**src/rtl/imm_extend_pipe.sv**
```systemverilog
// Immediate extractor/extender for the LEGv8 pipeline: decodes the immediate
// field selected by mode, extends and scales it, and carries it through STAGES registers.
`timescale 1ns/1ps

module imm_extend_pipe #(
    parameter int WIDTH  = 64,
    parameter int STAGES = 1
) (
    input  logic             clk,
    input  logic             reset,
    input  logic             flush,
    input  logic             in_valid,
    output logic             in_ready,
    input  logic [31:0]      instr,
    input  logic [2:0]       mode,
    output logic             out_valid,
    input  logic             out_ready,
    output logic [WIDTH-1:0] imm,
    output logic             out_err
);

    localparam logic [2:0] MODE_ZERO12 = 3'd0;
    localparam logic [2:0] MODE_SIGN9  = 3'd1;
    localparam logic [2:0] MODE_BR26   = 3'd2;
    localparam logic [2:0] MODE_CB19   = 3'd3;
    localparam logic [2:0] MODE_MOVW   = 3'd4;
    localparam logic [2:0] MODE_SHAMT6 = 3'd5;

    // Bits of the 64-bit intermediate that do not fit in the WIDTH-bit result.
    localparam logic [63:0] HI_MASK = ~((64'd1 << WIDTH) - 64'd1);

    logic [63:0]      movw_shifted;
    logic [63:0]      ext_full;
    logic             ext_illegal;
    logic             ext_err;
    logic [WIDTH-1:0] ext_imm;
    logic             unused_opcode;

    // The opcode bits are decoded upstream and play no part in the immediate.
    assign unused_opcode = ^instr[31:26];

    assign movw_shifted = {48'd0, instr[20:5]} << {instr[22:21], 4'b0000};

    always_comb begin
        ext_full    = '0;
        ext_illegal = 1'b0;
        case (mode)
            MODE_ZERO12: ext_full = {52'd0, instr[21:10]};
            MODE_SIGN9:  ext_full = {{55{instr[20]}}, instr[20:12]};
            MODE_BR26:   ext_full = {{36{instr[25]}}, instr[25:0], 2'b00};
            MODE_CB19:   ext_full = {{43{instr[23]}}, instr[23:5], 2'b00};
            MODE_MOVW:   ext_full = movw_shifted;
            MODE_SHAMT6: ext_full = {58'd0, instr[15:10]};
            default:     ext_illegal = 1'b1;
        endcase
    end

    // Only a MOVW shift can legitimately lose bits; branch offsets simply truncate.
    assign ext_err = ext_illegal | ((mode == MODE_MOVW) & (|(ext_full & HI_MASK)));
    assign ext_imm = ext_full[WIDTH-1:0];

    logic [STAGES-1:0] valid_q;
    logic [STAGES-1:0] err_q;
    logic [WIDTH-1:0]  imm_q [STAGES];

    logic [STAGES-1:0] load;
    logic [STAGES-1:0] src_valid;
    logic [STAGES-1:0] src_err;
    logic [WIDTH-1:0]  src_imm [STAGES];

    // A stage can load when it or any stage downstream of it has a hole, or the
    // consumer is draining the last stage; this is the ready chain in closed form.
    always_comb begin : ready_chain
        logic chain_full;
        chain_full = 1'b1;
        load       = '0;
        for (int k = STAGES - 1; k >= 0; k--) begin
            chain_full = chain_full & valid_q[k];
            load[k]    = out_ready | ~chain_full;
        end
    end

    assign in_ready = load[0] & ~flush;

    always_comb begin
        src_valid    = '0;
        src_err      = '0;
        src_valid[0] = in_valid & in_ready;
        src_err[0]   = ext_err;
        src_imm[0]   = ext_imm;
        for (int k = 1; k < STAGES; k++) begin
            src_valid[k] = valid_q[k-1];
            src_err[k]   = err_q[k-1];
            src_imm[k]   = imm_q[k-1];
        end
    end

    always_ff @(posedge clk) begin
        if (reset) begin
            valid_q <= '0;
            err_q   <= '0;
            for (int k = 0; k < STAGES; k++) begin
                imm_q[k] <= '0;
            end
        end else begin
            for (int k = 0; k < STAGES; k++) begin
                if (flush) begin
                    valid_q[k] <= 1'b0;
                end else if (load[k]) begin
                    valid_q[k] <= src_valid[k];
                end
                if (load[k]) begin
                    err_q[k] <= src_err[k];
                    imm_q[k] <= src_imm[k];
                end
            end
        end
    end

    assign out_valid = valid_q[STAGES-1];
    assign out_err   = err_q[STAGES-1];
    assign imm       = imm_q[STAGES-1];

endmodule

```
**config.mk**
```make
export PLATFORM = sky130hd
export DESIGN_NAME = imm_extend_pipe
export DESIGN_NICKNAME = d
export VERILOG_FILES = /design/src/rtl/imm_extend_pipe.sv
export SDC_FILE = /design/constraint.sdc
export NUM_CORES = 1
export LEC_CHECK = 0
export ABC_AREA = 1
export BUFFER_PORTS_ARGS = -buffer_cell sky130_fd_sc_hd__buf_2
export CAP_MARGIN = 5
export CORE_MARGIN = 2
export CORE_UTILIZATION = 40
export CTS_CLUSTER_DIAMETER = 150
export DETAILED_ROUTE_END_ITERATION = 16
export SETUP_SLACK_MARGIN = 0.1
export SKIP_LAST_GASP = 1
export SLEW_MARGIN = 20
export SYNTH_ARGS = -nofsm -noshare
export SYNTH_HDL_FRONTEND = slang
export SYNTH_SLANG_ARGS = --single-unit
export TNS_END_PERCENT = 50
```
**constraint.sdc**
```tcl
create_clock -name clk -period 3.62 [get_ports clk]
set_input_delay 0.724 -clock clk [delete_from_list [all_inputs] [get_ports clk]]
set_output_delay 0.724 -clock clk [all_outputs]
set_load 0.02 [all_outputs]
```
==> flow_metrics.env, run 1 <==
export IMPL_worstSetupEndpointType="flop"
export IMPL_post_synth_top_area_cell="sky130_fd_sc_hd__edfxtp_1"
export IMPL_whs_path_depth=2
export IMPL_grt_first_pass_wirelength_um=16800
export IMPL_floorplan_rows=35
export IMPL_routed_wl_um=10300
export IMPL_antenna_cells_inserted=0
export IMPL_rsz0062_at_grt="false"
export IMPL_drive_above_1_share_pct=22.4
export IMPL_die_width_um=100
export IMPL_timing_critical_path_required_ps=3810
export IMPL_power_static_leakage_nw=2.19
export IMPL_max_cap_violations=0
export IMPL_worstHoldPathType="flop to flop"
export IMPL_regToRegEndpoint="imm_q[0][57]"
export IMPL_post_route_drc_count=0
export IMPL_nNetsFinal=606
export IMPL_critical_path_startpoint_type="input pin"
export IMPL_avgRoutedWirePerCell_um=15.1
export IMPL_number_of_vias_after_detailed_routing=3422
export IMPL_postLayoutSetupSlackWorst_ps=1210
export IMPL_hold_worst_slack_ps=502
export IMPL_dp_hpwl_um=7340
export IMPL_gp_routability_congestion=0.910
export IMPL_grt_antenna_before_repair=0
export IMPL_port_buffers=100
export IMPL_design_die_area_um2=10000
export IMPL_vias_per_instance=5.02
export IMPL_synth_area_per_cell_um2=7.71
export IMPL_report_power_total_mw=1.81
export IMPL_area_growth_pct=19.3
export IMPL_start_util_pct=40.5
export IMPL_ys_flop_type="sky130_fd_sc_hd__edfxtp_1"
export IMPL_die_h_um=100
export IMPL_synth_lib_cells_used_distinct=24
export IMPL_drv_slew=0
export IMPL_synth_seq_cells=66
export IMPL_fillCellCount=980
export IMPL_run_status="finished, final reports clean"
export IMPL_finalNonFillerCells=682
export IMPL_drt_pre_antenna_iters=5
export IMPL_first_global_vias=3336
export IMPL_cts_buffers_inserted=9
export IMPL_final_core_util_pct=48.2
export IMPL_clock_tree_buffer_depth=2
export IMPL_fmaxAchievable_mhz=414
export IMPL_layout_cells_most_common="sky130_fd_sc_hd__nor2_1"
export IMPL_yosysWarningCount=0
export IMPL_netlist_instances=478
export IMPL_setup_viol_count_final=0
export IMPL_syn_nets=518
export IMPL_cts_hold_buffers=0
export IMPL_timing_hold_worst_start="out_err"
export IMPL_clk_latency_ps=340
export IMPL_layout_common_cells="sky130_fd_sc_hd__nor2_1, sky130_fd_sc_hd__buf_2, sky130_fd_sc_hd__nand2_1"
export IMPL_worst_ep_arrival_time_ps=2610
export IMPL_synth_area_top_cells="sky130_fd_sc_hd__edfxtp_1, sky130_fd_sc_hd__nor2_1, sky130_fd_sc_hd__nand2_1, sky130_fd_sc_hd__nand3_1, sky130_fd_sc_hd__inv_1"
export IMPL_ctsRootBufferMaster="sky130_fd_sc_hd__clkbuf_8"
export IMPL_placed_cells=666
export IMPL_first_iter_violations=217
export IMPL_post_cts_buffers=0
export IMPL_synth_edff_count=64
export IMPL_final_setup_skew_ps=7.49
export IMPL_largest_fanout_on_the_critical_path=20
export IMPL_clock_tree_htree_level_count=3
export IMPL_clock_sink_count=66
export IMPL_final_min_period_over_clock_period_pct=66.7
export IMPL_postRouteAntennaNets=0
export IMPL_io_pins=107
export IMPL_final_area_um2=4390
export IMPL_cellPowerDensity_nw_per_um2=412
export IMPL_post_cts_sizing_count=0
export IMPL_accumulated_negative_setup_slack_ps=0
export IMPL_hold_path_endpoint="out_err"
export IMPL_clock_tree_from_tritoncts="built"
export IMPL_worst_r2r_startpoint="out_valid"
export IMPL_worst_slew_margin_rel_pct=48.0
export IMPL_path_class="input pin to flop"
export IMPL_synth_yosys_seq_area_share_pct=53.2
export IMPL_hold_violations=0
export IMPL_grt_ovfl_total=0
export IMPL_worst_slew_pin_transition_ps=778
export IMPL_synthesis_area_um2=3680
export IMPL_layout_min_cycle_time_ps=2410
export IMPL_async_reset_ff_share_pct=0
export IMPL_cts_clk_slew_worst_paths_ps=80
export IMPL_place_worst_setup_slack_ps=890
export IMPL_all_layer_global_routing_usage_pct=21.7
export IMPL_post_synth_top_area_fraction_pct=52.2
export IMPL_dpl_cell_area_um2=4210
export IMPL_core_um2=9110
export IMPL_regToRegSetupSlack_ps=1790
export IMPL_power_ir_vdd_worst_mv=0.166
export IMPL_grt_start_max_net_pins=61
export IMPL_reg2regPathDepth=4
metal layers:
| metal | global-route usage (%) | part of all wire (%) |
|---|---|---|
| met5 | 0 | 0 |
| met2 | 33.7 | 45 |
| met3 | 4.18 | 7.6 |
| met4 | 8.43 | 2.6 |
| met1 | 30.0 | 45 |
cell type report:
| type | instances | area, um^2 | share of cell area, % |
|---|---|---|---|
| clock buffers | 11 | 131 | 2.99 |
| clock inverters | 5 | 55.1 | 1.25 |
| inverters | 31 | 116 | 2.65 |
| multi-input cells | 355 | 1470 | 33.4 |
| flip-flops and latches | 66 | 1960 | 44.6 |
| well taps | 111 | 139 | 3.16 |
| repair buffers | 103 | 523 | 11.9 |
critical path, cell delays in order:
cell and delay (ps):
sky130_fd_sc_hd__buf_2 170, sky130_fd_sc_hd__nor2_4 290, sky130_fd_sc_hd__nand2_1 400, sky130_fd_sc_hd__nor2_2 300, sky130_fd_sc_hd__inv_1 320, sky130_fd_sc_hd__nor2_1 190
sky130_fd_sc_hd__nor2_1 70, sky130_fd_sc_hd__nor2_1 130
power by group:
part	internal (mW)	switching, mW
clock network	0.316	0.291
registers	0.885	0.0104
logic	0.0864	0.222
synth_stat cells (2+ instances only):
cell type / count
sky130_fd_sc_hd__nor2_1: 201
sky130_fd_sc_hd__nand2_1: 93
sky130_fd_sc_hd__edfxtp_1: 64
sky130_fd_sc_hd__nand3_1: 36
sky130_fd_sc_hd__inv_1: 26
sky130_fd_sc_hd__buf_2: 11
sky130_fd_sc_hd__clkbuf_1: 9
sky130_fd_sc_hd__nand4_1: 7
sky130_fd_sc_hd__o21ai_0: 6
sky130_fd_sc_hd__a31oi_1: 3
sky130_fd_sc_hd__buf_6: 3
sky130_fd_sc_hd__inv_2: 3
sky130_fd_sc_hd__buf_4: 2
sky130_fd_sc_hd__clkinv_1: 2
sky130_fd_sc_hd__dfxtp_1: 2
sky130_fd_sc_hd__nor3_1: 2
sequential cells by signal, indices dropped and copies added, names as in the netlist:
signal / cells
out_err: 1
out_valid: 1
imm_q: 64
worst max-delay path by stage:
stage               slack [ps]  depth (start not counted)       from           end
floorplan                  890                          2  out_ready   imm_q[0][0]
global placement           910                          8    mode[1]  imm_q[0][58]
detailed placement         890                          8    mode[1]  imm_q[0][55]
CTS                       1260                          8    mode[1]  imm_q[0][55]
global route               980                          8    mode[1]  imm_q[0][58]
finish                    1210                          8    mode[1]  imm_q[0][55]
kinds of logic (layout without fill, tap and decap cells):
| logic type | count (synthesis) | in the layout | share of synthesized area [%] |
|---|---|---|---|
| simple gates | 346 | 346 | 38.4 |
| buf+inv | 57 | 150 | 6.99 |
| flops | 66 | 66 | 53.2 |
| compound gates | 9 | 9 | 1.32 |
Note: power is estimated with default switching activity, not from simulation.
==> inputs of run 2 (changes only) <==
PLACE_DENSITY = 0.67   (was not set)
clock period = 2.1 ns   (was 3.62 ns; I/O delays follow)
==> run 2 against run 1 <==
- core utilization up 1.3 points
- via count up 0.29%
- wire length down 1.7%
- cell area up 2.6%
- combinational power up 75%
==> flow_metrics.env, run 2 (same netlist as run 1, synthesis figures left out) <==
export IMPL_worst_slew_pin_transition_ps=602
export IMPL_max_cap_violations=0
export IMPL_crit_start="mode[2]"
export IMPL_antenna_cells_inserted=0
export IMPL_reg2regPathDepth=6
export IMPL_clock_tree_htree_level_count=3
export IMPL_floorplan_rows=35
export IMPL_cts_hold_buffers=0
export IMPL_start_util_pct=40.5
export IMPL_number_of_vias_after_detailed_routing=3432
export IMPL_cts_buffers_inserted=9
export IMPL_port_buffers=100
export IMPL_die_width_um=100
export IMPL_first_global_vias=3294
export IMPL_timing_hold_worst_start="flush"
export IMPL_io_pins=107
export IMPL_post_cts_buffers=0
export IMPL_hold_path_endpoint="out_valid"
export IMPL_postRouteAntennaNets=0
export IMPL_worst_r2r_startpoint="out_valid"
export IMPL_post_route_drc_count=0
export IMPL_cellPowerDensity_nw_per_um2=720
export IMPL_fmaxAchievable_mhz=623
export IMPL_hold_worst_slack_ps=254
export IMPL_dp_hpwl_um=7390
export IMPL_whs_path_depth=2
export IMPL_grt_first_pass_wirelength_um=16300
export IMPL_worstHoldPathType="input pin to flop"
export IMPL_grt_start_max_net_pins=61
export IMPL_worst_slew_margin_rel_pct=59.8
export IMPL_area_growth_pct=22.3
export IMPL_largest_register_ff_count=64
export IMPL_die_h_um=100
export IMPL_avgRoutedWirePerCell_um=14.6
export IMPL_drive_above_1_share_pct=24.0
export IMPL_ctsRootBufferMaster="sky130_fd_sc_hd__clkbuf_8"
export IMPL_hold_violations=0
export IMPL_path_class="input pin to flop"
export IMPL_regToRegEndpoint="imm_q[0][51]"
export IMPL_grt_ovfl_total=0
export IMPL_regToRegSetupSlack_ps=560
export IMPL_grt_antenna_before_repair=0
export IMPL_run_status="finished, final reports clean"
export IMPL_final_min_period_over_clock_period_pct=76.4
export IMPL_setup_viol_count_final=0
export IMPL_layout_cells_most_common="sky130_fd_sc_hd__nor2_1"
export IMPL_nNetsFinal=618
export IMPL_post_cts_sizing_count=0
export IMPL_layout_min_cycle_time_ps=1610
export IMPL_final_setup_skew_ps=9.02
export IMPL_vias_per_instance=4.95
export IMPL_rsz0062_at_grt="false"
export IMPL_layout_common_cells="sky130_fd_sc_hd__nor2_1, sky130_fd_sc_hd__buf_2, sky130_fd_sc_hd__nand2_1"
export IMPL_cts_clk_slew_worst_paths_ps=70
export IMPL_timing_critical_path_required_ps=2280
export IMPL_clk_latency_ps=350
export IMPL_clock_tree_buffer_depth=2
export IMPL_clock_sink_count=66
export IMPL_drv_slew=0
export IMPL_power_ir_vdd_worst_mv=0.310
export IMPL_all_layer_global_routing_usage_pct=21.0
export IMPL_worst_ep_arrival_time_ps=1790
export IMPL_accumulated_negative_setup_slack_ps=0
export IMPL_top_register="imm_q"
export IMPL_worstSetupEndpointType="flop"
export IMPL_clock_tree_from_tritoncts="built"
export IMPL_core_um2=9110
export IMPL_drt_pre_antenna_iters=5
export IMPL_power_static_leakage_nw=2.26
export IMPL_gp_routability_congestion=0.905
export IMPL_critical_path_startpoint_type="input pin"
export IMPL_routed_wl_um=10100
export IMPL_design_die_area_um2=10000
export IMPL_largest_fanout_on_the_critical_path=33
export IMPL_first_iter_violations=151
## run 2: cell count changes in the layout (fill, tap and decap cells not counted), sizes merged
cell	change
bufinv	+1
buf	+12
clkinv	+1
clkinvlp	-2
## run 2: worst max-delay path by stage
| stage | end | slack, ps | depth (start not counted) |
|---|---|---|---|
| after floorplan | imm_q[0][0] | 230 | 3 |
| after global placement | imm_q[0][42] | 180 | 8 |
| after detailed placement | imm_q[0][42] | 150 | 8 |
| after CTS | in_ready | 500 | 5 |
| after global routing | imm_q[0][55] | 370 | 8 |
| final | imm_q[0][51] | 490 | 8 |
## run 2: metrics by stage
step | cell area, um^2 | total power, mW | worst slack (ps) | std cells | utilization (%)
global placement | 4300 | 2.11 | 181 | 678 | 47.2
finish | 4510 | 3.25 | 495 | 694 | 49.5
global route | 4510 | 3.39 | 370 | 694 | 49.5
detailed placement | 4300 | 2.12 | 151 | 678 | 47.2
CTS | 4510 | 3.28 | 499 | 694 | 49.5
floorplan | 3690 | 1.92 | 234 | 478 | -
## run 2: power breakdown
part	leakage (nW)	total [mW]	switching (mW)	internal (mW)
clock	0.107	1.16	0.493	0.668
combinational	1.37	0.540	0.380	0.160
sequential	0.780	1.55	0.0192	1.53
total	2.26	3.25	0.892	2.35
## run 2: area by class of cell
cell class / count / area, um^2
fillers: 930 / 4600
flip-flops and latches: 66 / 1960
multi-input cells: 355 / 1470
repair buffers: 115 / 613
well taps: 111 / 139
clock buffers: 11 / 131
inverters: 31 / 116
clock inverters: 5 / 78.8
## run 2: per-layer routing
layer  wire length, um  GRT usage [%]  vias up
met5                 0              0        -
met4               196           7.48        0
met3               557           3.41       15
met2              4780           35.3      121
met1              4600           27.7     1579
li1                  -              -     1717
## run 2: worst max-delay path, stage by stage
cell,delay (ps)
sky130_fd_sc_hd__buf_2,120
sky130_fd_sc_hd__inv_2,130
sky130_fd_sc_hd__nand3_2,140
sky130_fd_sc_hd__inv_2,250
sky130_fd_sc_hd__nand2_2,180
sky130_fd_sc_hd__nand3_4,330
sky130_fd_sc_hd__nor2_1,80
sky130_fd_sc_hd__nor2_1,120
